**src/rtl/mac_pkg.sv**
```systemverilog
// Shared types and overflow-aware adders for the vector MAC engine.
package mac_pkg;

  typedef enum logic [1:0] {
    ACCUM = 2'd0,
    DRAIN = 2'd1,
    HOLD  = 2'd2
  } state_t;

  localparam int unsigned MAX_ACC = 64;

  // Unsigned add of the low w bits; returns {carry_out, sum}, sum clamped to all-ones when sat.
  function automatic logic [MAX_ACC:0] sat_add_u(input logic [MAX_ACC-1:0] a,
                                                 input logic [MAX_ACC-1:0] b,
                                                 input int unsigned w,
                                                 input logic sat);
    logic [MAX_ACC-1:0] mask;
    logic [MAX_ACC:0]   s;
    logic [MAX_ACC-1:0] r;
    logic               ovf;
    mask = (w >= MAX_ACC) ? {MAX_ACC{1'b1}} : ((64'd1 << w) - 64'd1);
    s    = {1'b0, a & mask} + {1'b0, b & mask};
    ovf  = s[w];
    if (sat && ovf) r = mask;
    else            r = s[MAX_ACC-1:0] & mask;
    return {ovf, r};
  endfunction

  // Two's-complement add of the low w bits; returns {overflow, sum}, clamped to min/max when sat.
  function automatic logic [MAX_ACC:0] sat_add_s(input logic [MAX_ACC-1:0] a,
                                                 input logic [MAX_ACC-1:0] b,
                                                 input int unsigned w,
                                                 input logic sat);
    logic [MAX_ACC-1:0] mask;
    logic [MAX_ACC-1:0] r;
    logic               sa;
    logic               sb;
    logic               ovf;
    mask = (w >= MAX_ACC) ? {MAX_ACC{1'b1}} : ((64'd1 << w) - 64'd1);
    r    = (a + b) & mask;
    sa   = a[w-1];
    sb   = b[w-1];
    ovf  = (sa == sb) && (r[w-1] != sa);
    if (sat && ovf) r = sa ? (64'd1 << (w - 1)) : (mask >> 1);
    else            r = r;
    return {ovf, r};
  endfunction

endpackage

```
**src/rtl/mac_lane.sv**
```systemverilog
// One MAC lane: registered a*b product (stage 1) feeding a wrapping or saturating accumulator (stage 2).
module mac_lane
  import mac_pkg::*;
#(
  parameter int DATA_WIDTH = 8,
  parameter int ACC_WIDTH  = 24,
  parameter int SIGNED     = 0,
  parameter int SATURATE   = 0
) (
  input  logic                  clk,
  input  logic                  rst,
  input  logic                  clr,
  input  logic                  take,
  input  logic                  upd,
  input  logic                  flush,
  input  logic [DATA_WIDTH-1:0] a,
  input  logic [DATA_WIDTH-1:0] b,
  output logic [ACC_WIDTH-1:0]  acc,
  output logic                  ovf
);

  localparam int PW = 2 * DATA_WIDTH;

  logic [PW-1:0]        mul;
  logic [PW-1:0]        prod;
  logic [ACC_WIDTH-1:0] ext;
  logic [MAX_ACC:0]     res;

  // Operands are widened before multiplying so the product keeps all 2*DATA_WIDTH bits.
  always_comb begin
    mul = '0;
    ext = '0;
    res = '0;
    if (SIGNED != 0) begin
      mul = PW'($signed(a)) * PW'($signed(b));
      ext = ACC_WIDTH'($signed(prod));
      res = sat_add_s(MAX_ACC'(acc), MAX_ACC'(ext), ACC_WIDTH, SATURATE != 0);
    end else begin
      mul = PW'(a) * PW'(b);
      ext = ACC_WIDTH'(prod);
      res = sat_add_u(MAX_ACC'(acc), MAX_ACC'(ext), ACC_WIDTH, SATURATE != 0);
    end
  end

  always_ff @(posedge clk or posedge rst) begin
    if (rst)       prod <= '0;
    else if (clr)  prod <= '0;
    else if (take) prod <= mul;
    else           prod <= prod;
  end

  // Overflow flag stays set until the result is consumed or the lane is cleared.
  always_ff @(posedge clk or posedge rst) begin
    if (rst) begin
      acc <= '0;
      ovf <= 1'b0;
    end else if (clr || flush) begin
      acc <= '0;
      ovf <= 1'b0;
    end else if (upd) begin
      acc <= res[ACC_WIDTH-1:0];
      ovf <= ovf | res[MAX_ACC];
    end else begin
      acc <= acc;
      ovf <= ovf;
    end
  end

endmodule

```
**src/rtl/mac_vec_array.sv**
```systemverilog
// LANES-wide pipelined MAC: streams beats into per-lane accumulators and holds the
// result vector under a valid/ready handshake after each in_last beat.
module mac_vec_array
  import mac_pkg::*;
#(
  parameter int DATA_WIDTH = 8,
  parameter int LANES      = 8,
  parameter int ACC_WIDTH  = 3 * DATA_WIDTH,
  parameter int SIGNED     = 0,
  parameter int SATURATE   = 0,
  parameter int CNT_WIDTH  = 16
) (
  input  logic                        clk,
  input  logic                        rst,
  input  logic                        clr,
  input  logic                        in_valid,
  output logic                        in_ready,
  input  logic                        in_last,
  input  logic [LANES*DATA_WIDTH-1:0] a_in,
  input  logic [DATA_WIDTH-1:0]       b_in,
  output logic                        out_valid,
  input  logic                        out_ready,
  output logic [LANES*ACC_WIDTH-1:0]  acc_out,
  output logic [LANES-1:0]            ovf_out,
  output logic [CNT_WIDTH-1:0]        beat_cnt
);

  state_t state;
  state_t state_next;
  logic   accept;
  logic   flush;
  logic   v1;
  logic   l1;
  logic   l2;

  assign accept = in_valid && in_ready;
  assign flush  = out_valid && out_ready;

  always_ff @(posedge clk or posedge rst) begin
    if (rst)      state <= ACCUM;
    else if (clr) state <= ACCUM;
    else          state <= state_next;
  end

  // HOLD is entered one edge after stage 2 has absorbed the last product (l2).
  always_comb begin
    state_next = state;
    case (state)
      ACCUM:   if (accept && in_last) state_next = DRAIN; else state_next = ACCUM;
      DRAIN:   if (l2) state_next = HOLD; else state_next = DRAIN;
      HOLD:    if (out_ready) state_next = ACCUM; else state_next = HOLD;
      default: state_next = ACCUM;
    endcase
  end

  always_comb begin
    in_ready  = 1'b0;
    out_valid = 1'b0;
    case (state)
      ACCUM:   in_ready  = 1'b1;
      DRAIN:   in_ready  = 1'b0;
      HOLD:    out_valid = 1'b1;
      default: in_ready  = 1'b0;
    endcase
  end

  always_ff @(posedge clk or posedge rst) begin
    if (rst) begin
      v1 <= 1'b0;
      l1 <= 1'b0;
      l2 <= 1'b0;
    end else if (clr) begin
      v1 <= 1'b0;
      l1 <= 1'b0;
      l2 <= 1'b0;
    end else begin
      v1 <= accept;
      l1 <= accept && in_last;
      l2 <= v1 && l1;
    end
  end

  always_ff @(posedge clk or posedge rst) begin
    if (rst)                  beat_cnt <= '0;
    else if (clr || flush)    beat_cnt <= '0;
    else if (v1 && (beat_cnt != {CNT_WIDTH{1'b1}}))
                              beat_cnt <= beat_cnt + CNT_WIDTH'(1);
    else                      beat_cnt <= beat_cnt;
  end

  for (genvar i = 0; i < LANES; i++) begin : g_lane
    mac_lane #(
      .DATA_WIDTH (DATA_WIDTH),
      .ACC_WIDTH  (ACC_WIDTH),
      .SIGNED     (SIGNED),
      .SATURATE   (SATURATE)
    ) u_lane (
      .clk   (clk),
      .rst   (rst),
      .clr   (clr),
      .take  (accept),
      .upd   (v1),
      .flush (flush),
      .a     (a_in[i*DATA_WIDTH +: DATA_WIDTH]),
      .b     (b_in),
      .acc   (acc_out[i*ACC_WIDTH +: ACC_WIDTH]),
      .ovf   (ovf_out[i])
    );
  end

endmodule

```
**config.mk**
```make
export PLATFORM = sky130hd
export DESIGN_NAME = mac_vec_array
export DESIGN_NICKNAME = d
export VERILOG_FILES = /design/src/rtl/mac_pkg.sv /design/src/rtl/mac_lane.sv /design/src/rtl/mac_vec_array.sv
export SDC_FILE = /design/constraint.sdc
export NUM_CORES = 2
export LEC_CHECK = 0
export CAP_MARGIN = 20
export CORE_MARGIN = 2
export CORE_UTILIZATION = 65
export DETAILED_ROUTE_END_ITERATION = 16
export PLACE_DENSITY = 0.88
export SETUP_SLACK_MARGIN = 0.4
export SLEW_MARGIN = 30
export SYNTH_ARGS = -nofsm -noshare
export SYNTH_HDL_FRONTEND = slang
export SYNTH_SLANG_ARGS = --single-unit
```
**constraint.sdc**
```tcl
create_clock -name clk -period 32 [get_ports clk]
set_input_delay 6.4 -clock clk [delete_from_list [all_inputs] [get_ports clk]]
set_output_delay 6.4 -clock clk [all_outputs]
set_load 0.1 [all_outputs]
```
==> impl_metrics.py <==
metrics = {
    "logic_synthesis": {
        "yosys.cell_types.count": 77,
        "synthesis.nets": 4806,
        "synth_async_sr_flop_share": 1.00,
        "yosys_warnings": 0,
        "register_bit_count_reported_by_yosys": 349,
        "ranking_of_synthesized_cells_by_area": "dfrtp_1 24%, fa_1 16%, ha_1 14%",
        "number_of_synthesized_flops_with_an_enable_pin": 0,
        "cell_area_after_synthesis_um2": 36500,
        "synthesis.area_per_instance_um2": 9.08,
        "synth_top_area_frac": 0.240,
        "ys_dominant_reg_cell": "dfrtp_1",
        "synthCells": 4015,
        "yosys.area.top_type": "dfrtp_1",
        "post_synthesis_sequential_area_ratio": 0.240,
    },
    "worst_setup_path": {
        "cpLargestDelayFamily": "adder cells",
        "setup.worst_path.class": "input port to flop",
        "arrival_ps": 11360,
        "cpMostUsedCell": "fa_1",
        "crit_path_start_kind": "input port",
        "crit_slowest_cell": "buf_4",
        "crit_fanout": 64,
        "worst_path_largest_cell_delay_ps": 550,
        "end_kind": "flop",
        "cp.buffers_inverters": 5,
        "cp_cell_sequence": "buf_2 > buf_4 > nand2_1 > fa_1 > fa_1 > inv_1 > fa_1 > inv_1 > fa_1 > inv_1 > ha_1 > and2_1 > a22o_1 > o41ai_1 > o21ai_0 > o41a_1 > xnor2_1 > o21ai_0",
        "required_ps": 32430,
    },
    "pwr": {
        "power_density_nw_per_um2": 53.6,
        "power_leakage_uw": 0.0203,
        "vdd_ir_drop_max_mv": 0.0392,
    },
    "clock_tree": {
        "cts_resized": 0,
        "cts_inserted_buffers": 41,
        "cts.root.buffer_cell": "clkbuf_16",
        "ctsLongestPathBuffers": 3,
        "post_cts.repair.setup_buffers": 0,
        "clkSlewWorstSetupHoldPaths_ps": 60,
        "cts-htree-levels": 2,
        "clock_insertion_delay_worst_skew_ps": 600,
        "tritoncts": "built",
        "cts_hold_repair.buffers": 0,
        "sinks_on_clock_net": 349,
    },
    "grt": {
        "grt-ovfl-total": 0,
        "grt_pass1_vias": 29811,
        "grt_max_degree": 135,
        "first_pass_grt_wire_length_mm": 155,
        "overall_track_demand_over_capacity_in_global_routing": 0.333,
        "antenna_violations_before_repair": 5,
    },
    "drt": {
        "detail-route-antenna-nets": 0,
        "first_iter_violations": 2397,
        "via_cell_ratio": 6.06,
        "finalWirelength_mm": 95.8,
        "drt_first_pass_iters": 6,
        "wire_per_inst_um": 19.1,
        "remaining_drc_errors": 0,
        "vias": 30357,
    },
    "timing": {
        "tightestPinTransition_ps": 1070,
        "rsz0062_at_grt": "no",
        "slew_limit_headroom": 0.290,
        "final_max_slew_viol_count": 0,
        "max_freq_mhz": 91.5,
        "setup_viol_count_final": 0,
        "part_of_the_cycle_the_worst_path_needs": 0.341,
        "skew_ps": 32.6,
        "tns_ps": 0,
        "finalWorstPathRequiredPeriod_ps": 10930,
        "finalHoldViolations": 0,
    },
    "placement": {
        "dp_cells": 4934,
        "io_buffer_count": 295,
        "final_estimated_routing_congestion_in_global_placement": 0.929,
        "dp.final_hpwl_mm": 71.5,
    },
    "status": {
        "run_status": "completed",
    },
    "finish": {
        "finalNetCount": 5020,
        "synthToLayoutAreaGrowth_pct": 13.2,
        "final_cell_mix": "419 x inv_1, 417 x and2_1, 417 x ha_1",
        "final-instance-count-excl-fill": 5009,
        "final_common_cell": "inv_1",
        "drive_above_1_share": 0.0411,
    },
    "floorplan": {
        "design.core.area_um2": 55300,
        "floorplan.die.width_um": 241,
        "initial_utilization": 0.659,
        "std_cell_rows": 86,
        "total_die_area_um2": 58000,
        "die_height_um": 241,
        "io_pins": 296,
    },
    "job": {
        "max-cap-violations": 0,
    },
    "hold_path": {
        "min_path_type": "flop to flop",
    },
}
==> worst reg2reg max path: stages (launching register included) <==
cell and delay [ps]:
dfrtp_4 710, buf_4 640, buf_4 800, nand3_1 270
nor2_1 250, nand4_1 180, a211o_1 300, a21oi_1 200
mux2i_1 200
==> metrics by stage <==
stage	total power [uW]	hold WS, ps	worst slack [ps]	util	cell area [um^2]
after floorplan	1410	450	15920	-	36500
after global placement	1660	465	20700	0.722	39900
after detailed placement	1700	467	20520	0.721	39900
after CTS	2200	495	21130	0.746	41200
after global routing	2370	518	20790	0.746	41300
final	2210	489	21070	0.746	41300
==> state kept, by name, summed over array words and instances (netlist names) <==
register / cells
g_lane.u_lane.acc: 192
g_lane.u_lane.prod: 128
beat_cnt: 16
g_lane.u_lane.ovf: 8
state: 2
l1: 1
l2: 1
v1: 1
==> cells by family after synthesis <==
logic type               share of synthesized area
AND/OR/NAND/NOR                              0.178
multiplexers                                0.0193
buffers and inverters                       0.0597
XOR/XNOR                                    0.0500
adder cells (fa/ha/maj)                      0.306
flip-flops                                   0.240
AO/OA/AOI/OAI                                0.148
==> final cells by class <==
class / count / area [um^2]
Tap cell: 748 / 936
Fill cell: 3921 / 14100
Sequential cell: 349 / 8740
Clock buffer: 55 / 1200
Multi-Input combinational cell: 3096 / 25600
Clock inverter: 16 / 199
Timing Repair Buffer: 319 / 3000
Inverter: 422 / 1600
Antenna cell: 4 / 10.0
==> cells in the mapped netlist, types with 15 or more instances <==
| library cell | number |
|---|---|
| nand4_1 | 25 |
| a211oi_1 | 28 |
| and2_1 | 417 |
| buf_1 | 19 |
| o21bai_1 | 26 |
| xor2_1 | 100 |
| o21a_1 | 30 |
| nand2b_1 | 15 |
| nor2b_1 | 17 |
| a21o_1 | 87 |
| nand3_1 | 62 |
| inv_1 | 422 |
| clkbuf_1 | 115 |
| a2111oi_0 | 16 |
| mux2i_1 | 69 |
| dfrtp_1 | 349 |
| nand2_1 | 331 |
| ha_1 | 417 |
| or3_1 | 25 |
| o211ai_1 | 26 |
| nor3_1 | 63 |
| and3_1 | 35 |
| fa_1 | 296 |
| a22o_1 | 45 |
| xnor2_1 | 108 |
| o31ai_1 | 32 |
| a31oi_1 | 37 |
| o21ai_0 | 201 |
| nor2_1 | 251 |
| a21oi_1 | 195 |
==> metal layers <==
| layer | wire [um] | global-route usage |
|---|---|---|
| met1 | 41600 | 0.473 |
| met2 | 42900 | 0.522 |
| met4 | 2530 | 0.0918 |
| met3 | 8720 | 0.0689 |
| met5 | 23 | 0 |
==> where the power goes <==
part	switching (uW)	total (uW)	internal [uW]
clock	206	488	282
sequential	56.4	548	491
combinational	721	1180	456
total	983	2210	1230
==> worst paths after layout <==
path	startpoint	cells after the start	to	slack (ps)
max	b_in[2]	18	g_lane[7].u_lane.prod[15]	21070
min	g_lane[6].u_lane.ovf	1	g_lane[6].u_lane.ovf	490
max reg2reg	v1	8	g_lane[3].u_lane.acc[22]	28350
min reg2reg	g_lane[6].u_lane.ovf	1	g_lane[6].u_lane.ovf	490
max in group asynchronous	rst	4	g_lane[2].u_lane.acc[19]	23780
min in group asynchronous	rst	2	g_lane[7].u_lane.acc[20]	6320
Power figures use the tool's default switching activity.
